`config.mk`:
```
export PLATFORM = sky130hd
export DESIGN_NAME = wb_initiator
export DESIGN_NICKNAME = d
export VERILOG_FILES = /design/src/rtl/wb_initiator.sv
export SDC_FILE = /design/constraint.sdc
export NUM_CORES = 1
export LEC_CHECK = 0
export BUFFER_PORTS_ARGS = -buffer_cell sky130_fd_sc_hd__buf_4
export CELL_PAD_IN_SITES_DETAIL_PLACEMENT = 1
export CELL_PAD_IN_SITES_GLOBAL_PLACEMENT = 2
export CORE_MARGIN = 2
export CORE_UTILIZATION = 25
export CTS_CLUSTER_DIAMETER = 200
export CTS_CLUSTER_SIZE = 10
export DETAILED_ROUTE_END_ITERATION = 8
export PLACE_DENSITY_LB_ADDON = 0.1
export SLEW_MARGIN = 20
export SYNTH_ARGS = -nofsm -noshare
export SYNTH_HDL_FRONTEND = slang
export SYNTH_SLANG_ARGS = --single-unit
export TNS_END_PERCENT = 1
```
`constraint.sdc`:
```
create_clock -name clk_i -period 2.1 [get_ports clk_i]
set_input_delay 0.21 -clock clk_i [delete_from_list [all_inputs] [get_ports clk_i]]
set_output_delay 0.21 -clock clk_i [all_outputs]
set_load 0.1 [all_outputs]
```
`src/rtl/wb_initiator.sv`:
```
// Single-outstanding Wishbone classic initiator with a valid/ready
// request/response front end and a per-cycle timeout.
module wb_initiator #(
    parameter int unsigned TIMEOUT_CYCLES = 255,
    parameter int unsigned CNT_W          = $clog2(TIMEOUT_CYCLES + 1)
) (
    input  logic        clk_i,
    input  logic        rst_ni,

    input  logic        req_valid_i,
    output logic        req_ready_o,
    input  logic [31:0] req_addr_i,
    input  logic        req_we_i,
    input  logic [3:0]  req_sel_i,
    input  logic [31:0] req_wdata_i,

    output logic        resp_valid_o,
    input  logic        resp_ready_i,
    output logic [31:0] resp_rdata_o,
    output logic        resp_err_o,

    output logic        cyc_o,
    output logic        stb_o,
    output logic [31:0] adr_o,
    output logic        we_o,
    output logic [3:0]  sel_o,
    output logic [31:0] dat_o,
    input  logic [31:0] dat_i,
    input  logic        ack_i,
    input  logic        err_i
);

    // A disabled timeout still needs a legal one-bit counter.
    localparam int unsigned CW = (CNT_W == 0) ? 1 : CNT_W;
    localparam bit TO_EN = (TIMEOUT_CYCLES != 0);
    localparam logic [CW-1:0] CNT_LAST =
        CW'((TIMEOUT_CYCLES == 0) ? 0 : TIMEOUT_CYCLES - 1);
    localparam logic [CW-1:0] CNT_MAX = '1;

    typedef enum logic [1:0] {
        IDLE,
        BUS,
        RESP
    } state_e;

    state_e        state_q, state_d;
    logic          cyc_q, cyc_d;
    logic [31:0]   adr_q, adr_d;
    logic          we_q, we_d;
    logic [3:0]    sel_q, sel_d;
    logic [31:0]   dat_q, dat_d;
    logic [CW-1:0] cnt_q, cnt_d;
    logic          resp_valid_q, resp_valid_d;
    logic          resp_err_q, resp_err_d;
    logic [31:0]   resp_rdata_q, resp_rdata_d;

    logic          timeout;

    assign timeout = TO_EN && (cnt_q == CNT_LAST);

    always_comb begin
        state_d      = state_q;
        cyc_d        = cyc_q;
        adr_d        = adr_q;
        we_d         = we_q;
        sel_d        = sel_q;
        dat_d        = dat_q;
        cnt_d        = cnt_q;
        resp_valid_d = resp_valid_q;
        resp_err_d   = resp_err_q;
        resp_rdata_d = resp_rdata_q;

        unique case (state_q)
            IDLE: begin
                if (req_valid_i) begin
                    adr_d   = req_addr_i;
                    we_d    = req_we_i;
                    sel_d   = req_sel_i;
                    dat_d   = req_wdata_i;
                    cyc_d   = 1'b1;
                    cnt_d   = '0;
                    state_d = BUS;
                end
            end
            BUS: begin
                // err wins over ack; ack wins over a coincident timeout
                if (err_i) begin
                    resp_err_d   = 1'b1;
                    resp_rdata_d = '0;
                end else if (ack_i) begin
                    resp_err_d   = 1'b0;
                    resp_rdata_d = we_q ? 32'h0 : dat_i;
                end else if (timeout) begin
                    resp_err_d   = 1'b1;
                    resp_rdata_d = '0;
                end else if (cnt_q != CNT_MAX) begin
                    cnt_d = cnt_q + CW'(1);
                end

                if (err_i || ack_i || timeout) begin
                    cyc_d        = 1'b0;
                    resp_valid_d = 1'b1;
                    state_d      = RESP;
                end
            end
            RESP: begin
                if (resp_ready_i) begin
                    resp_valid_d = 1'b0;
                    state_d      = IDLE;
                end
            end
            default: begin
                cyc_d        = 1'b0;
                resp_valid_d = 1'b0;
                state_d      = IDLE;
            end
        endcase
    end

    always_ff @(posedge clk_i or negedge rst_ni) begin
        if (!rst_ni) begin
            state_q      <= IDLE;
            cyc_q        <= 1'b0;
            adr_q        <= '0;
            we_q         <= 1'b0;
            sel_q        <= '0;
            dat_q        <= '0;
            cnt_q        <= '0;
            resp_valid_q <= 1'b0;
            resp_err_q   <= 1'b0;
            resp_rdata_q <= '0;
        end else begin
            state_q      <= state_d;
            cyc_q        <= cyc_d;
            adr_q        <= adr_d;
            we_q         <= we_d;
            sel_q        <= sel_d;
            dat_q        <= dat_d;
            cnt_q        <= cnt_d;
            resp_valid_q <= resp_valid_d;
            resp_err_q   <= resp_err_d;
            resp_rdata_q <= resp_rdata_d;
        end
    end

    assign req_ready_o  = (state_q == IDLE);
    assign resp_valid_o = resp_valid_q;
    assign resp_err_o   = resp_err_q;
    assign resp_rdata_o = resp_rdata_q;
    assign cyc_o        = cyc_q;
    assign stb_o        = cyc_q;
    assign adr_o        = adr_q;
    assign we_o         = we_q;
    assign sel_o        = sel_q;
    assign dat_o        = dat_q;

endmodule

```
# [Yosys cells after proc, flatten, opt, wreduce, memory -nomap -nowiden]
# Cells that the tools add are included.
# W data, S select, Z words.
[totals] register_bits=114 out_inout_bits=106
[op_classes] addsub=1 n_eq_ne=11 n_mux=23 bitwise=2 reduce_logical=11
[op_table] op="$mux W32" n=4
[op_table] op="$mux W8" n=5
[op_table] op="$pmux W8 S2" n=1
[op_table] op="$ne A2 B2 Y1 const B" n=7
[op_table] op="$reduce_and A3 Y1" n=3
[op_table] op="$add A8 B1 Y8 const B" n=1
[op_table] op="$eq A8 B8 Y1 const B" n=1
[op_table] op="$ne A8 B8 Y1 const B" n=1
[op_table] op="$mux W1" n=7
[op_table] op="$mux W2" n=3
[op_table] op="$pmux W1 S3" n=2
[op_table] op="$pmux W2 S3" n=1
[op_table] op="$reduce_and A6 Y1" n=1
[op_table] op="$reduce_and A2 Y1" n=2
[op_table] op="$reduce_bool A3 Y1" n=1
[op_table] op="$eq A2 B1 Y1 const B" n=1
[op_table] op="$eq A2 B2 Y1 const B" n=1
[op_table] op="$logic_not A2 Y1" n=1
[op_table] op="$logic_or A1 B1 Y1" n=2
[op_table] op="$not A1 Y1" n=2
[op_table] op="$reduce_bool A2 Y1" n=1

# [Logic depth before layout (Yosys ltp)]
# Gate-level depths: netlist (run 1).
[depth] depth_word=6 mapped_depth=8 ltp_nobuf=6

# [Worst setup path after synthesis (run 1)]
# Ideal clock, no wire load.
[synth_path] path_type="reg-to-output" start="reg state_q[0]" end="out req_ready_o" t_arrival_ns=1.683 t_required_ns=1.890 path_slack_ns=0.207 stages_incl_launch_ff=2 n_path_buf=0 path_cell_list="dfrtp_1 > nor2_1"
[synth_via] elab_chain_cells=1
[synth_lines] item="from (decl)" line_no="46" source="state_e state_q, state_d;"
[synth_lines] item="from (signal assigned)" line_no="133" source="state_q <= state_d;"
[synth_lines] item="$logic_not A2 Y1" line_no="146" source="assign req_ready_o = (state_q == IDLE);"
[synth_lines] item="to (decl)" line_no="11" source="output logic req_ready_o,"
# Every way passes these cells.

# [Worst setup path after layout (run 1)]
[layout_path] start="reg state_q[1]" end="reg cnt_q[1]"
[layout_via] elab_chain_cells=3 word_cells_on_any_way=10 cone_classes="6 x eq/ne; 1 x mux; 3 x reduce/logical"
[layout_lines] item="$eq A2 B1 Y1 or $logic_not A2 Y1 (tied branches)" line_no="73" source="unique case (state_q)"
[layout_lines] item="$ne A2 B2 Y1 (no source line) or $reduce_bool A2 Y1 (tied branches)"
[layout_lines] item="$reduce_and A6 Y1 (no source line)"
[layout_lines] item="to (signal assigned)" line_no="139" source="cnt_q <= cnt_d;"
[layout_lines] item="to (decl)" line_no="52" source="logic [CW-1:0] cnt_q, cnt_d;"
# Several ways; a longest one is shown, not always the timed one.
# A chain may end at the register's enable or synchronous reset.

==> results of run 1 <==
layout by cell type (no fill, tap or decap), types with 4 or more instances in the layout:
| cell | netlist | final |
|---|---|---|
| buf_4 | 1 | 214 |
| dfrtp_1 | 114 | 114 |
| mux2_2 | 70 | 70 |
| nand2_1 | 33 | 33 |
| inv_1 | 32 | 32 |
| mux2i_1 | 28 | 28 |
| clkbuf_16 | 0 | 17 |
| a21oi_1 | 8 | 8 |
| nor2_1 | 7 | 7 |
| nand3_1 | 5 | 5 |
| a21o_1 | 6 | 5 |
| clkinvlp_4 | 0 | 5 |
| buf_12 | 2 | 5 |
| and4_1 | 4 | 4 |
| clkinv_2 | 0 | 4 |
metal layers:
| metal | wire (um) | share of wire [%] |
|---|---|---|
| met2 | 6220 | 48 |
| met4 | 162 | 1.2 |
| met3 | 1440 | 11 |
| met1 | 5260 | 40 |
| met5 | 0 | 0 |
registers in the layout, indices dropped and copies added, names as in the netlist:
name,cells
resp_err_o,1
adr_o,32
state_q,2
resp_rdata_o,32
dat_o,32
we_o,1
sel_o,4
cyc_o,1
cnt_q,8
resp_valid_o,1
final cells by class:
cell class / instances / share of cell area, %
multi-input cells: 188 / 22.4
clock buffers: 19 / 6.20
flip-flops and latches: 114 / 40.0
repair buffers: 220 / 24.0
inverters: 32 / 1.68
well taps: 234 / 4.10
clock inverters: 13 / 1.59
how the worst max path moves through the flow:
stage / from / slack (ns) / cells after the start / to
floorplan: state_q[0]$_DFFE_PN0P_ / 0.21 / 1 / req_ready_o
global placement: state_q[1]$_DFFE_PN0P_ / 0.30 / 4 / cnt_q[1]$_DFFE_PN0P_
detailed placement: state_q[1]$_DFFE_PN0P_ / 0.29 / 4 / cnt_q[1]$_DFFE_PN0P_
CTS: state_q[1]$_DFFE_PN0P_ / 0.29 / 4 / cnt_q[1]$_DFFE_PN0P_
global route: state_q[1]$_DFFE_PN0P_ / 0.20 / 4 / cnt_q[1]$_DFFE_PN0P_
finish: state_q[1]$_DFFE_PN0P_ / 0.29 / 4 / cnt_q[1]$_DFFE_PN0P_
what timing repair did:
| item | CTS | global route |
|---|---|---|
| setup endpoints to repair | 0 | 0 |
| endpoints found under the hold margin | 37 | 0 |
| hold buffers | 1 | 0 |
cell families after synthesis:
kind of cell             Yosys count  synth area share (%)
AO/OA/AOI/OAI                     27                  3.82
adder cells (fa/ha/maj)            2                 0.534
buffers and inverters             48                  5.23
flip-flops                       114                  60.9
multiplexers                      99                  23.1
AND/OR/NAND/NOR                   60                  6.41
stage by stage:
step,cells,hold WS [ns],area (sq um),utilization [%]
after CTS,820,0.00740,7140,38.6
after global routing,820,0.0124,7140,38.6
final,820,0.0303,7140,38.6
after floorplan,350,-0.0856,4690,-
after detailed placement,787,0.263,6570,35.5
after global placement,787,0.252,6570,35.5
critical path, delay by kind of cell (launching register included):
kind	cells	cell delay, ns
mux	1	0.32
flops	1	0.44
compound gates	1	0.30
simple gates	2	0.64
==> results.json, run 1 <==
{
  "r2r_start": "state_q[1]$_DFFE_PN0P_",
  "crit_path_cell_trace": "nor4b_2 > o21a_2 > or2_1 > mux2_4",
  "crit_type": "reg2reg",
  "period_share_pct": 86.2,
  "post_cts_buffers": 0,
  "io_pins": 213,
  "synth-async-reset-ratio_pct": 100,
  "drtIter0Drc": 82,
  "core_area_sq_mm": 0.0185,
  "yosysTopAreaCellShare_pct": 60.9,
  "clk_latency_ns": 0.41,
  "critical_path.slowest_cell": "dfrtp_1",
  "syn_inst": 350,
  "synth_area_per_cell_sq_um": 13.4,
  "cp.required_ns": 2.39,
  "finalHoldViolCount": 0,
  "synth_area_leaders": "dfrtp_1 61%, mux2_2 17%, mux2i_1 6.0%",
  "crit_arrival_ns": 2.10,
  "critPathMaxStageDelay_ns": 0.44,
  "vias": 3553,
  "fillers": 2018,
  "synth-edff-count": 0,
  "wl_um": 13100,
  "ys_seq_area_share_pct": 60.9,
  "finalMaxSlewViolations": 0,
  "finalCriticalPeriod_ns": 1.81,
  "synth_ff_type": "dfrtp_1",
  "cts_resized": 0,
  "hpwl_um": 9460,
  "grt_first_pass_wirelength_um": 20900,
  "num_rows": 50,
  "grt_max_degree": 41,
  "drtPass1Iterations": 4,
  "r2r-end": "cnt_q[1]$_DFFE_PN0P_",
  "synth.most_common_cell": "dfrtp_1",
  "cp_max_fo": 9,
  "drv_cap": 0,
  "hold_class": "in2reg",
  "antenna_found_initial": 0,
  "cts.path.max_buffers": 2,
  "skew_ns": 0.00728,
  "fin_ws_ns": 0.290,
  "synth_area_leader_cell": "dfrtp_1",
  "grt_use_total_pct": 13.7,
  "start_util_pct": 25.3,
  "cp-start-kind": "flop",
  "rrSetupSlack_ns": 0.29,
  "crit_path_end_kind": "flop",
  "status": "finished, final reports clean",
  "syn_to_final_growth_pct": 52.4,
  "cts_tree": "yes",
  "busiest_layer": "met2",
  "gr-usage-met1_pct": 15.7,
  "hp-start": "req_wdata_i[15]",
  "post-place-ws_ns": 0.294,
  "rsz0062_at_grt": "false",
  "synth_nets": 459,
  "hold_path_end": "dat_o[15]$_DFFE_PN0P_",
  "seq_area_sq_mm": 0.00285,
  "grt-ovfl-total": 0,
  "grt_pass1_vias": 3936,
  "antennaDiodeCount": 0,
  "dieArea_sq_mm": 0.0199,
  "drc": 0,
  "relSlewSlack_pct": 61.6,
  "synthesis.area_sq_mm": 0.00469,
  "multiInputGateArea_sq_mm": 0.00160,
  "drive_gt1_share_pct": 55.8,
  "synth_cell_types": 34,
  "place_congestion": 0.713,
  "postRouteAntennaNets": 0,
  "tns_ns": 0,
  "clock_sinks": 114,
  "synth_common_cells": "114 x dfrtp_1, 70 x mux2_2, 33 x nand2_1",
  "use_met2_pct": 21.6,
  "nets": 682,
  "htreeDepth": 4,
  "use_met3_pct": 7.00,
  "fp.dieW_um": 141,
  "wl_per_cell_um": 15.9,
  "cts_root_buf": "clkbuf_16",
  "die_y_um": 141,
  "cts_buffers": 17,
  "setup_viol": 0,
  "holdPathStages": 2,
  "cts.reportedPaths.clkPinSlew_ns": 0.06,
  "vias_per_cell": 4.33,
  "port_buffers": 212,
  "r2r_cells": 4,
  "yosysWarnings": 0,
  "ys_ff_latch": 114,
  "tightest_slew_ns": 0.576,
  "max_freq_ghz": 0.553
}
Power of run 1 is left out: the tool's default activity adds up to more than one toggle a clock period on the data nets, which glitch-free logic cannot reach.
==> run 2: changes to the inputs <==
- CAP_MARGIN: not set -> 20
- GPL_TIMING_DRIVEN: not set -> 0
- RECOVER_POWER: not set -> 50
==> run 2 against run 1 <==
Compared with the run above:
- wire length up 6.4%
- final area down 1.3%
- hold slack worse by 0.0050 ns
- first-iteration DRC count up 34%
- clock skew up 0.00055 ns
- die area unchanged
- non-clock buffer count up 10
- fmax down 4.9%
- register-to-register slack worse by 0.09 ns
- critical path depth up 1
==> results.json, run 2 (synthesis results as in run 1) <==
{
  "grt_max_degree": 61,
  "die_y_um": 141,
  "cts_buffers": 17,
  "cp_num_buf_inv": 1,
  "crit_family": "simple AND/OR/NAND/NOR gates",
  "fin_ws_ns": 0.197,
  "dieArea_sq_mm": 0.0199,
  "nets": 692,
  "antenna_found_initial": 0,
  "finalMaxSlewViolations": 0,
  "max_freq_ghz": 0.525,
  "cp-start-kind": "flop",
  "cts_tree": "yes",
  "tightest_slew_ns": 1.45,
  "crit_path_cell_trace": "nor4b_2 > o21a_2 > or2_1 > buf_2 > mux2_4",
  "skew_ns": 0.00783,
  "wl_um": 13900,
  "clk_latency_ns": 0.41,
  "finalHoldViolCount": 0,
  "postRouteAntennaNets": 0,
  "htreeDepth": 4,
  "critical_path.slowest_cell": "dfrtp_1",
  "post-place-ws_ns": -0.0365,
  "relSlewSlack_pct": 3.05,
  "place_congestion": 0.691,
  "syn_to_final_growth_pct": 50.4,
  "port_buffers": 212,
  "clock_sinks": 114,
  "grt_first_pass_wirelength_um": 22000,
  "core_area_sq_mm": 0.0185,
  "num_rows": 50,
  "period_share_pct": 90.6,
  "crit_type": "reg2reg",
  "wl_per_cell_um": 16.8,
  "grt_use_total_pct": 14.5,
  "drtPass1Iterations": 4,
  "antennaDiodeCount": 0,
  "status": "finished, final reports clean",
  "drtIter0Drc": 110,
  "critPathMaxStageDelay_ns": 0.45,
  "vias": 3585,
  "cp.required_ns": 2.39,
  "finalCriticalPeriod_ns": 1.90,
  "drive_gt1_share_pct": 55.5,
  "start_util_pct": 25.3,
  "crit_path_end_kind": "flop",
  "post_cts_buffers": 0,
  "setup_viol": 0,
  "fp.dieW_um": 141,
  "drv_cap": 0,
  "drc": 0,
  "rsz0062_at_grt": "false",
  "layout_common_cells": "159 x buf_4, 114 x dfrtp_1, 70 x mux2_2, 55 x clkbuf_2, 33 x nand2_1",
  "hold_class": "in2reg",
  "io_pins": 213,
  "crit_arrival_ns": 2.20,
  "cts_root_buf": "clkbuf_16",
  "hold_slack_ns": 0.0254,
  "hpwl_um": 10400,
  "vias_per_cell": 4.32,
  "final_common_cell": "buf_4",
  "cp_max_fo": 9,
  "cts.path.max_buffers": 2,
  "cts.reportedPaths.clkPinSlew_ns": 0.06,
  "grt_pass1_vias": 4024,
  "grt-ovfl-total": 0
}
run 2: cell types whose count changed in the layout (fill, tap and decap cells not counted), moves of 2 or more:
cell        before  now
buf_4          214  159
buf_2            0    8
clkbuf_2         0   55
clkinvlp_4       5    2
buf_12           5    2
clkinv_4         3    1
clkbuf_1         1    5
run 2: layout make-up:
type / count / area (sq um)
repair buffers: 214 / 1490
well taps: 234 / 293
multi-input cells: 188 / 1590
flip-flops and latches: 114 / 2850
fillers: 2053 / 11500
clock buffers: 22 / 464
plain buffers: 16 / 126
inverters: 32 / 120
clock inverters: 10 / 109
run 2: final timing paths:
check                                             start                            to  slack, ns  depth (start not counted)
min in group asynchronous                        rst_ni        state_q[1]$_DFFE_PN0P_       0.71                          2
max                              state_q[1]$_DFFE_PN0P_          cnt_q[1]$_DFFE_PN0P_       0.20                          5
max in group asynchronous                        rst_ni         adr_o[11]$_DFFE_PN0P_       0.44                          3
min                                      req_addr_i[31]         adr_o[31]$_DFFE_PN0P_       0.03                          2
max reg2reg                      state_q[1]$_DFFE_PN0P_          cnt_q[1]$_DFFE_PN0P_       0.20                          5
min reg2reg                resp_rdata_o[29]$_DFFE_PN0P_  resp_rdata_o[29]$_DFFE_PN0P_       0.49                          1
run 2: worst register-to-register path, delay by kind of cell (launching register included):
kind / cells / cell delay (ns)
flip-flops: 1 / 0.45
AO/OA/AOI/OAI: 1 / 0.31
AND/OR/NAND/NOR: 2 / 0.54
multiplexers: 1 / 0.31
buffers and inverters: 1 / 0.18
run 2: what timing repair did:
action,in CTS,in global routing
hold endpoints to repair,54,0
endpoints found under the setup margin,69,0
resized for setup,1,0
hold buffers,1,0
run 2: per-layer routing:
metal  part of all wire, %  global-route usage, %
met1                    40                   16.8
met2                    48                   23.2
met3                    10                   7.37
met4                   1.5                   5.21
met5                     0                      0
run 2: per-stage QoR:
step / instance area (sq um) / util (%) / TNS (ns) / instances
3_5_place_dp: 6600 / 35.6 / -1.14 / 797
2_1_floorplan: 4690 / - / 0 / 350
5_1_grt: 7050 / 38.1 / 0 / 830
6_report: 7050 / 38.1 / 0 / 830
3_3_place_gp: 6570 / 35.5 / -0.00130 / 796
4_1_cts: 7190 / 38.8 / 0 / 830
Power of run 2 is left out for the same reason.
